## src/rtl/serial_frame_ctrl.sv

```systemverilog
// serial_frame_ctrl
//   Upstream controller for the 1-to-4 serial port demux. Parses a serial
//   frame from ser_in: start bit (0), PORT_W-bit port number (MSB first),
//   LEN_W-bit payload length (MSB first), then that many payload bits.
//   The parsed port number is registered on portnum and held across the
//   payload. Payload bits are passed through on ser_out with ser_valid.
//   done pulses for one cycle at the end of every frame.
//
// Ports
//   clk        in   1       rising-edge clock
//   rst        in   1       synchronous, active-high reset
//   ser_in     in   1       serial line, idles high, one bit per clk
//   portnum    out  PORT_W  selected port (registered demux select)
//   ser_out    out  1       payload bit (ser_in gated by ser_valid)
//   ser_valid  out  1       high during payload-bit cycles
//   busy       out  1       high in every state except IDLE
//   done       out  1       one-cycle pulse after the last payload bit
module serial_frame_ctrl #(
    parameter int PORT_W = 2,
    parameter int LEN_W  = 4
) (
    input  logic              clk,
    input  logic              rst,
    input  logic              ser_in,
    output logic [PORT_W-1:0] portnum,
    output logic              ser_out,
    output logic              ser_valid,
    output logic              busy,
    output logic              done
);

    // Field-bit counter must index the longer of the two header fields.
    localparam int FLD_MAX = (PORT_W > LEN_W) ? PORT_W : LEN_W;
    localparam int FCNT_W  = $clog2(FLD_MAX + 1);

    localparam logic [FCNT_W-1:0] PORT_LAST = FCNT_W'(PORT_W - 1);
    localparam logic [FCNT_W-1:0] LEN_LAST  = FCNT_W'(LEN_W - 1);

    typedef enum logic [2:0] {
        S_IDLE,
        S_PORT,
        S_LEN,
        S_DATA,
        S_DONE
    } state_t;

    state_t              state_q, state_d;
    logic [PORT_W-1:0]   psh_q, psh_d;
    logic [PORT_W-1:0]   portnum_q, portnum_d;
    logic [LEN_W-1:0]    len_q, len_d;
    logic [LEN_W-1:0]    cnt_q, cnt_d;
    logic [FCNT_W-1:0]   fcnt_q, fcnt_d;
    logic [PORT_W-1:0]   port_next;
    logic [LEN_W-1:0]    len_next;

    always_ff @(posedge clk) begin
        if (rst) begin
            state_q   <= S_IDLE;
            psh_q     <= '0;
            portnum_q <= '0;
            len_q     <= '0;
            cnt_q     <= '0;
            fcnt_q    <= '0;
        end else begin
            state_q   <= state_d;
            psh_q     <= psh_d;
            portnum_q <= portnum_d;
            len_q     <= len_d;
            cnt_q     <= cnt_d;
            fcnt_q    <= fcnt_d;
        end
    end

    always_comb begin
        state_d   = state_q;
        psh_d     = psh_q;
        portnum_d = portnum_q;
        len_d     = len_q;
        cnt_d     = cnt_q;
        fcnt_d    = fcnt_q;
        // MSB-first shift: the incoming bit enters at the LSB.
        port_next = (psh_q << 1) | PORT_W'(ser_in);
        len_next  = (len_q << 1) | LEN_W'(ser_in);

        unique case (state_q)
            S_IDLE: begin
                if (!ser_in) begin
                    state_d = S_PORT;
                    fcnt_d  = '0;
                end
            end
            S_PORT: begin
                psh_d = port_next;
                if (fcnt_q == PORT_LAST) begin
                    portnum_d = port_next;
                    fcnt_d    = '0;
                    state_d   = S_LEN;
                end else begin
                    fcnt_d = fcnt_q + 1'b1;
                end
            end
            S_LEN: begin
                len_d = len_next;
                if (fcnt_q == LEN_LAST) begin
                    fcnt_d = '0;
                    cnt_d  = len_next;
                    state_d = (len_next == '0) ? S_DONE : S_DATA;
                end else begin
                    fcnt_d = fcnt_q + 1'b1;
                end
            end
            S_DATA: begin
                // The cycle that sees cnt_q==1 carries the final payload bit.
                cnt_d = cnt_q - 1'b1;
                if (cnt_q == LEN_W'(1)) begin
                    state_d = S_DONE;
                end
            end
            S_DONE: begin
                // ser_in is deliberately ignored here; a 0 is not a start bit.
                state_d = S_IDLE;
            end
            default: begin
                state_d = S_IDLE;
            end
        endcase
    end

    // Status outputs come only from registered state so they never glitch
    // with ser_in; only ser_out follows the line combinationally.
    always_comb begin
        ser_valid = 1'b0;
        busy      = 1'b0;
        done      = 1'b0;
        if (state_q == S_DATA) ser_valid = 1'b1;
        if (state_q != S_IDLE) busy      = 1'b1;
        if (state_q == S_DONE) done      = 1'b1;
    end

    assign ser_out = ser_valid & ser_in;
    assign portnum = portnum_q;

endmodule

```

## config.mk

```make
export PLATFORM = sky130hd
export DESIGN_NAME = serial_frame_ctrl
export DESIGN_NICKNAME = d
export VERILOG_FILES = /design/src/rtl/serial_frame_ctrl.sv
export SDC_FILE = /design/constraint.sdc
export NUM_CORES = 1
export LEC_CHECK = 0
export CELL_PAD_IN_SITES_DETAIL_PLACEMENT = 1
export CELL_PAD_IN_SITES_GLOBAL_PLACEMENT = 1
export CORE_ASPECT_RATIO = 0.5
export CORE_MARGIN = 2
export CORE_UTILIZATION = 31
export DETAILED_ROUTE_END_ITERATION = 8
export GPL_ROUTABILITY_DRIVEN = 0
export HOLD_SLACK_MARGIN = 0.12
export PLACE_DENSITY_LB_ADDON = 0.1
export SYNTH_ARGS = -nofsm -noshare
export SYNTH_HDL_FRONTEND = slang
export SYNTH_SLANG_ARGS = --single-unit
```

## constraint.sdc

```tcl
create_clock -name clk -period 3.8 [get_ports clk]
set_clock_uncertainty 0.05 [all_clocks]
set_input_delay 0.57 -clock clk [delete_from_list [all_inputs] [get_ports clk]]
set_output_delay 0.57 -clock clk [all_outputs]
set_load 0.05 [all_outputs]
```

* After elaboration in Yosys (flattened, before gate mapping)
Index checks and enable logic that the tools add are counted.
Word-level totals: bits in registers 16, latch bits 0, memory bits (writable) 0, bits in read-only memories 0, input port bits 3, memories kept 0
Operators by class: add/subtract/negate cells 2, multipliers 0, div/mod/pow operators 0, $lt $le $gt $ge 0, eq/ne operators 11, shift operators 0, multiplexer cells 15, bitwise gates (word level) 3, reduce and logical (&&, ||, !) cells 9
Operator list (number):
- 3-bit 2-to-1 mux | 8
- 3-bit case mux with 4 select lines | 1
- 3-bit by 2-bit equality test with 1-bit output (second input constant) | 3
- 3-bit case mux with 3 select lines | 1
- 2-bit != test (second input constant) | 4
- 4-bit case mux with 2 select lines | 1
- 3-bit by 1-bit equality test with 1-bit output (second input constant) | 2
- 2-bit AND reduction | 3
- 3-bit nonzero test | 2
- 4-bit by 1-bit equality test with 1-bit output (second input constant) | 1
- 4-bit logical NOT | 1
- 4-bit 2-to-1 mux | 1
- 4-bit by 1-bit bitwise OR with 4-bit output | 1
- 4-bit AND reduction | 1
- 4-bit by 1-bit subtractor with 4-bit output (second input constant) | 1
- 3-bit by 1-bit adder with 3-bit output (second input constant) | 1
- 3-bit equality test (second input constant) | 1
- 3-bit logical NOT | 1
- 1-bit 2-to-1 mux | 3
- 2-bit by 1-bit bitwise OR with 2-bit output | 1
- 2-bit nonzero test | 1
- 1-bit AND | 1

* Longest topological paths before layout
Gate-level depths: netlist of the first run.
depth after elaboration 5, depth in mapped cells 7

* Worst setup path after synthesis of the first run
Ideal clock, no wire load.
path type register -> output, start point register state_q[1], end point output done, arrival time 1730 ps, required time 3180 ps, path slack 1450 ps, cell stages (with the launch flop) 4, path buffers 2, path through dfxtp_1 > buf_6 > buf_2 > nor3b_1
Between the ends: word-level cells in the longest chain between the ends 2
Ends and longest elaborated chain:
- start: declaration | RTL line 47 | state_t state_q, state_d;
- start signal: assignment | RTL line 65 | state_q <= state_d;
- 3-bit equality test | RTL line 137 | if (state_q == S_DONE) done = 1'b1;
- 1-bit 2-to-1 mux | RTL line 137
- end: declaration | RTL line 29 | output logic done
Every way passes these cells.

* Final worst setup path of the first run
start point register state_q[1], end point output ser_out
Between the ends: word-level cells in the longest chain between the ends 3
Ends and longest elaborated chain:
- 3-bit by 2-bit equality test with 1-bit output | RTL line 135 | if (state_q == S_DATA) ser_valid = 1'b1;
- 1-bit 2-to-1 mux | RTL line 135
- 1-bit AND | RTL line 140 | assign ser_out = ser_valid & ser_in;
- end: declaration | RTL line 26 | output logic ser_out,
Every way passes these cells.

==> results of run 1 <==
==> cell families (layout without fill, tap and decap cells) <==
kind of cell             Yosys count  count (layout)  share of synthesized area (%)
adder cells (fa/ha/maj)            6               6                           8.02
multiplexers                       2               2                           2.14
buffers and inverters             12              18                           6.28
AND/OR/NAND/NOR                   51              51                           30.2
flip-flops                        16              16                           34.2
AO/OA/AOI/OAI                     30              30                           19.1
==> stage by stage <==
step	util, %	hold WS (ns)	instance area, um^2	worst slack [ns]
final	36.6	0.412	1080	0.865
after global routing	36.6	0.443	1080	0.697
after CTS	36.6	0.416	1080	0.823
after detailed placement	35.2	0.404	1040	1.07
after global placement	35.2	0.402	1040	1.08
after floorplan	-	0.381	936	1.45
==> cell usage in the layout (no fill, tap or decap), drive strengths merged, types with 3 or more instances in the layout <==
master and instances:
dfxtp 16, a21oi 14, nand2 12, nor2 12
clkdlybuf4s50 8, o21ai 7, inv 6, ha 6
nor3 5, nor3b 5, or3 3, and2 3
clkbuf 3, nand2b 3
==> worst register-to-register path, stage by stage (launching register included) <==
cell	delay [ns]
dfxtp_1	0.33
ha_1	0.24
ha_1	0.22
nor2_2	0.20
a2bb2oi_2	0.12
or3_1	0.33
a21oi_1	0.15
==> flip-flops by register name, indices dropped and copies added, names as in the netlist <==
name	flops
cnt_q	4
state_q	3
portnum	2
psh_q	1
fcnt_q	3
len_q	3
==> synth_stat cells (2+ instances only) <==
cell type / instances / share of area [%]
nor3b_1: 4 / 3.2
a21oi_1: 14 / 7.5
and2_1: 3 / 2.0
nor4_1: 2 / 1.3
nand2b_1: 2 / 1.3
or3_1: 3 / 2.0
buf_2: 2 / 1.1
dfxtp_1: 16 / 34
nor3_1: 5 / 2.7
o21ai_0: 6 / 3.2
nand2_1: 12 / 4.8
nor2_1: 11 / 4.4
ha_1: 6 / 8.0
inv_1: 6 / 2.4
nand3_1: 2 / 1.1
mux2i_1: 2 / 2.1
==> path summary, 6_finish.rpt <==
check	start	to	slack, ns	depth (start not counted)
worst max-delay path	state_q[1]	ser_out	0.86	4
worst min-delay path	portnum[0]	portnum[0]	0.41	2
worst max register to register	fcnt_q[0]	fcnt_q[0]	2.09	6
worst min register to register	portnum[0]	portnum[0]	0.41	2
==> cell type report <==
class,instances,area (um^2)
Clock buffer,3,41.3
Fill cell,370,1860
Inverter,6,22.5
Multi-Input combinational cell,89,557
Sequential cell,16,320
Tap cell,40,50.0
Timing Repair Buffer,9,87.6
==> power breakdown <==
part / switching (mW) / internal, mW
Combinational: 0.0306 / 0.0239
Sequential: 0.00841 / 0.172
Clock: 0.0535 / 0.0701
Total: 0.0925 / 0.266
==> per-layer routing <==
metal	vias to the layer above	GRT usage, %
met5	-	0
met4	0	4.00
met3	2	4.47
met2	10	22.0
met1	378	21.3
li1	419	-
==> impl_metrics.toml, run 1 <==
[routing]
met2_length_um = 924
vias_per_cell = 4.96
drt-met1-wl_um = 1220
drtIter0Drc = 17
vias = 809
top_layer = "met4"
firstDrtPassIters = 4
drt-total-wl_um = 2220
postRouteAntennaNets = 0
drc = 0
wl_per_cell_um = 13.6
dr_wl_met3_um = 54

[sta]
worst_pin_slew_ns = 0.677
final.setup.tns_ns = 0
slew_headroom_pct = 54.7
finalCriticalPeriod_ns = 2.94
setup_violations = 0
fmax_ghz = 0.341
period_share_pct = 77.2
hold_viol_final = 0
rsz0062_at_grt = "no"
final-max-slew-violation-count = 0

[cells_and_area]
n_antenna_cell = 0
drive_gt1_share_pct = 8.13
fin_cells = 163
final_nets = 134
area_growth_pct = 15.2

[synthesis]
ys.flop_type = "dfxtp_1"
syn_area_per_cell_um2 = 8.00
yosys_warnings = 0
ys_async_sr_fraction_pct = 0
yosysSeqAreaShare_pct = 34.2
synthesis.area_um2 = 936
synth_edf_count = 0
yosysUniqueCellTypes = 37
syn-num-nets = 126
ys_ff_latch = 16
synth_cells = 117

[power]
total_leakage_power_nw = 0.386
cellPowerDensity_nw_per_um2 = 333
ir_drop_v = 0.000131
p_total_mw = 0.359

[cts]
clk_path_buf_depth = 2
cts_num_sinks = 16
root_buffer = "clkbuf_8"
numCtsBuffers = 3
clkSlewWorstSetupHoldPaths_ns = 0.06
cts_resized = 0
cts_max_level = 1
postCtsSetupBuffers = 0
hold_buffers = 0
cts_tree = "yes"
clkLatencyLatePin_ns = 0.24

[setup_path]
end_kind = "primary output"
crit_slowest_cell = "clkdlybuf4s50_1"
critPathBufInv = 2
critPathArrivalTime_ns = 2.32
slowest_delay_ns = 0.79
cp_cell_sequence = "nand3b_1 -> inv_1 -> and2_1 -> clkdlybuf4s50_1"
start_kind = "register"
worst_path_dominant_cell_family = "buffers and inverters"
required_ns = 3.18
path_class = "register to primary output"
crit_fanout = 17

[global_routing]
antenna_found_initial = 0
grt_max_degree = 18
grt_use_total_pct = 15.0
grt_pass1_wl_um = 3840
overflow = 0
grt_pass1_vias = 794

[run]
maxCapViolCount = 0

[floorplanning]
die_w_um = 81.7
core-area_um2 = 2940
dieArea_um2 = 3500
ioPinCount = 9
start_util_pct = 31.8
die_h_um = 42.9
rows = 14

[hold_path]
hold_path_class = "register to register"

[placement]
placed_cells = 160
port_buffers = 8
dp_hpwl_um = 1650

[run_status]
status = "complete, no violations"
Note: power is estimated with default switching activity, not from simulation.
==> run 2: changes to the inputs <==
==> constraint.sdc (replaced) <==
create_clock -name clk -period 2.5 [get_ports clk]
set_clock_uncertainty 0.05 [all_clocks]
set_input_delay 0.375 -clock clk [delete_from_list [all_inputs] [get_ports clk]]
set_output_delay 0.375 -clock clk [all_outputs]
set_load 0.05 [all_outputs]
==> run 2 against run 1 <==
  * Die area is the same
  * Core utilization grew 0.77 points
  * Sequential share of layout area decreased by 0.61 points
  * Final cell count rose by 1.2%
  * Design area rose by 2.1%
  * Non-clock buffer count up 2
  * Register-to-register slack got worse by 1.3 ns
  * Clock power grew 53%
  * Hold slack about the same
  * First-iteration DRC count grew to 2.6 times the previous value
  * Critical path type unchanged
==> impl_metrics.toml, run 2 (same netlist as run 1, synthesis figures left out) <==
[run]
maxCapViolCount = 0

[setup_path]
critPathArrivalTime_ns = 1.89
path_class = "register to primary output"
end_kind = "primary output"
required_ns = 2.08
crit_slowest_cell = "clkdlybuf4s50_1"
crit_fanout = 12
cp_cell_sequence = "nor3b_1 -> clkdlybuf4s50_1"
worst_path_dominant_cell_family = "buffers and inverters"
slowest_delay_ns = 0.83
start_kind = "register"
critPathBufInv = 1

[routing]
vias = 819
drc = 0
postRouteAntennaNets = 0
drtIter0Drc = 44
vias_per_cell = 4.96
drt-total-wl_um = 2260
firstDrtPassIters = 4
wl_per_cell_um = 13.7

[sta]
hold_viol_final = 0
setup_violations = 0
final-max-slew-violation-count = 0
period_share_pct = 92.7
finalCriticalPeriod_ns = 2.32
rsz0062_at_grt = "no"
slew_headroom_pct = 56.3
fmax_ghz = 0.431
final.setup.tns_ns = 0
worst_pin_slew_ns = 0.653

[floorplanning]
ioPinCount = 9
rows = 14
core-area_um2 = 2940
dieArea_um2 = 3500
start_util_pct = 31.8
die_h_um = 42.9
die_w_um = 81.7

[cts]
cts_num_sinks = 16
cts_tree = "yes"
root_buffer = "clkbuf_8"
clkSlewWorstSetupHoldPaths_ns = 0.06
hold_buffers = 0
numCtsBuffers = 3
cts_max_level = 1
clkLatencyLatePin_ns = 0.24
postCtsSetupBuffers = 0
cts_resized = 0
clk_path_buf_depth = 2

[power]
cellPowerDensity_nw_per_um2 = 501
ir_drop_v = 0.000271
total_leakage_power_nw = 0.403
p_total_mw = 0.551

[cells_and_area]
top_register = "cnt_q"
layout_common_cells = "dfxtp_1, a21oi_1, nand2_1"
area_growth_pct = 17.6
n_antenna_cell = 0
largest_reg_flops = 4
drive_gt1_share_pct = 11.2
final_nets = 136
final_common_cell = "dfxtp_1"

[global_routing]
antenna_found_initial = 0
overflow = 0
grt_max_degree = 17
grt_pass1_vias = 819
grt_use_total_pct = 14.8
grt_pass1_wl_um = 3930

[placement]
dp_hpwl_um = 1640
port_buffers = 8

[hold_path]
hold_path_class = "register to register"

[run_status]
status = "complete, no violations"
==> run 2: path summary, 6_finish.rpt <==
check	startpoint	to	slack, ns	cells after the start
worst min-delay path	psh_q[0]	portnum[1]	0.41	2
worst max register to register	fcnt_q[0]	fcnt_q[1]	0.84	6
worst max-delay path	state_q[2]	done	0.18	2
worst min register to register	psh_q[0]	portnum[1]	0.41	2
==> run 2: worst min-delay path: cells and delay by family (launching register included) <==
kind / cells / cell delay [ns]
AND/OR/NAND/NOR: 1 / 0.06
flip-flops: 1 / 0.31
AO/OA/AOI/OAI: 1 / 0.05
==> run 2: final cells by class <==
| class | instances | area [um^2] |
|---|---|---|
| fill | 362 | 1840 |
| clock buffer | 3 | 41.3 |
| multi-input combinational | 89 | 557 |
| timing repair buffer | 11 | 110 |
| sequential | 16 | 320 |
| tap | 40 | 50.0 |
| inverter | 6 | 22.5 |
==> run 2: power by group <==
part | internal (mW) | switching (mW)
Sequential | 0.262 | 0.00683
Clock | 0.107 | 0.0836
Combinational | 0.0390 | 0.0534
Total | 0.407 | 0.144
==> run 2: layer usage <==
layer / up-vias / part of all wire [%] / GRT usage, %
met4: 0 / 0.35 / 2.00
met2: 8 / 41 / 21.8
li1: 421 / - / -
met3: 2 / 3.1 / 5.11
met5: - / 0 / 0
met1: 388 / 56 / 21.4
==> run 2: metrics by stage <==
stage               area, um^2  hold WS (ns)  std cells  util (%)  worst slack, ns
finish                    1100         0.412        165      37.4            0.182
global route              1100         0.436        165      37.4           0.0945
CTS                       1100         0.416        165      37.4            0.162
detailed placement        1060         0.405        162      36.0            0.478
global placement          1060         0.399        162      36.0            0.459
floorplan                  936         0.381        117         -            0.345
==> run 3: changes to the inputs <==
--- a/config.mk
+++ b/config.mk
@@ -10,6 +10,7 @@
 export CORE_ASPECT_RATIO = 0.5
 export CORE_MARGIN = 2
 export CORE_UTILIZATION = 31
+export CTS_CLUSTER_DIAMETER = 80
 export DETAILED_ROUTE_END_ITERATION = 8
 export GPL_ROUTABILITY_DRIVEN = 0
 export HOLD_SLACK_MARGIN = 0.12
==> results of run 3 <==
Same layout as run 2: the final DEF is identical, and so are final timing and power.
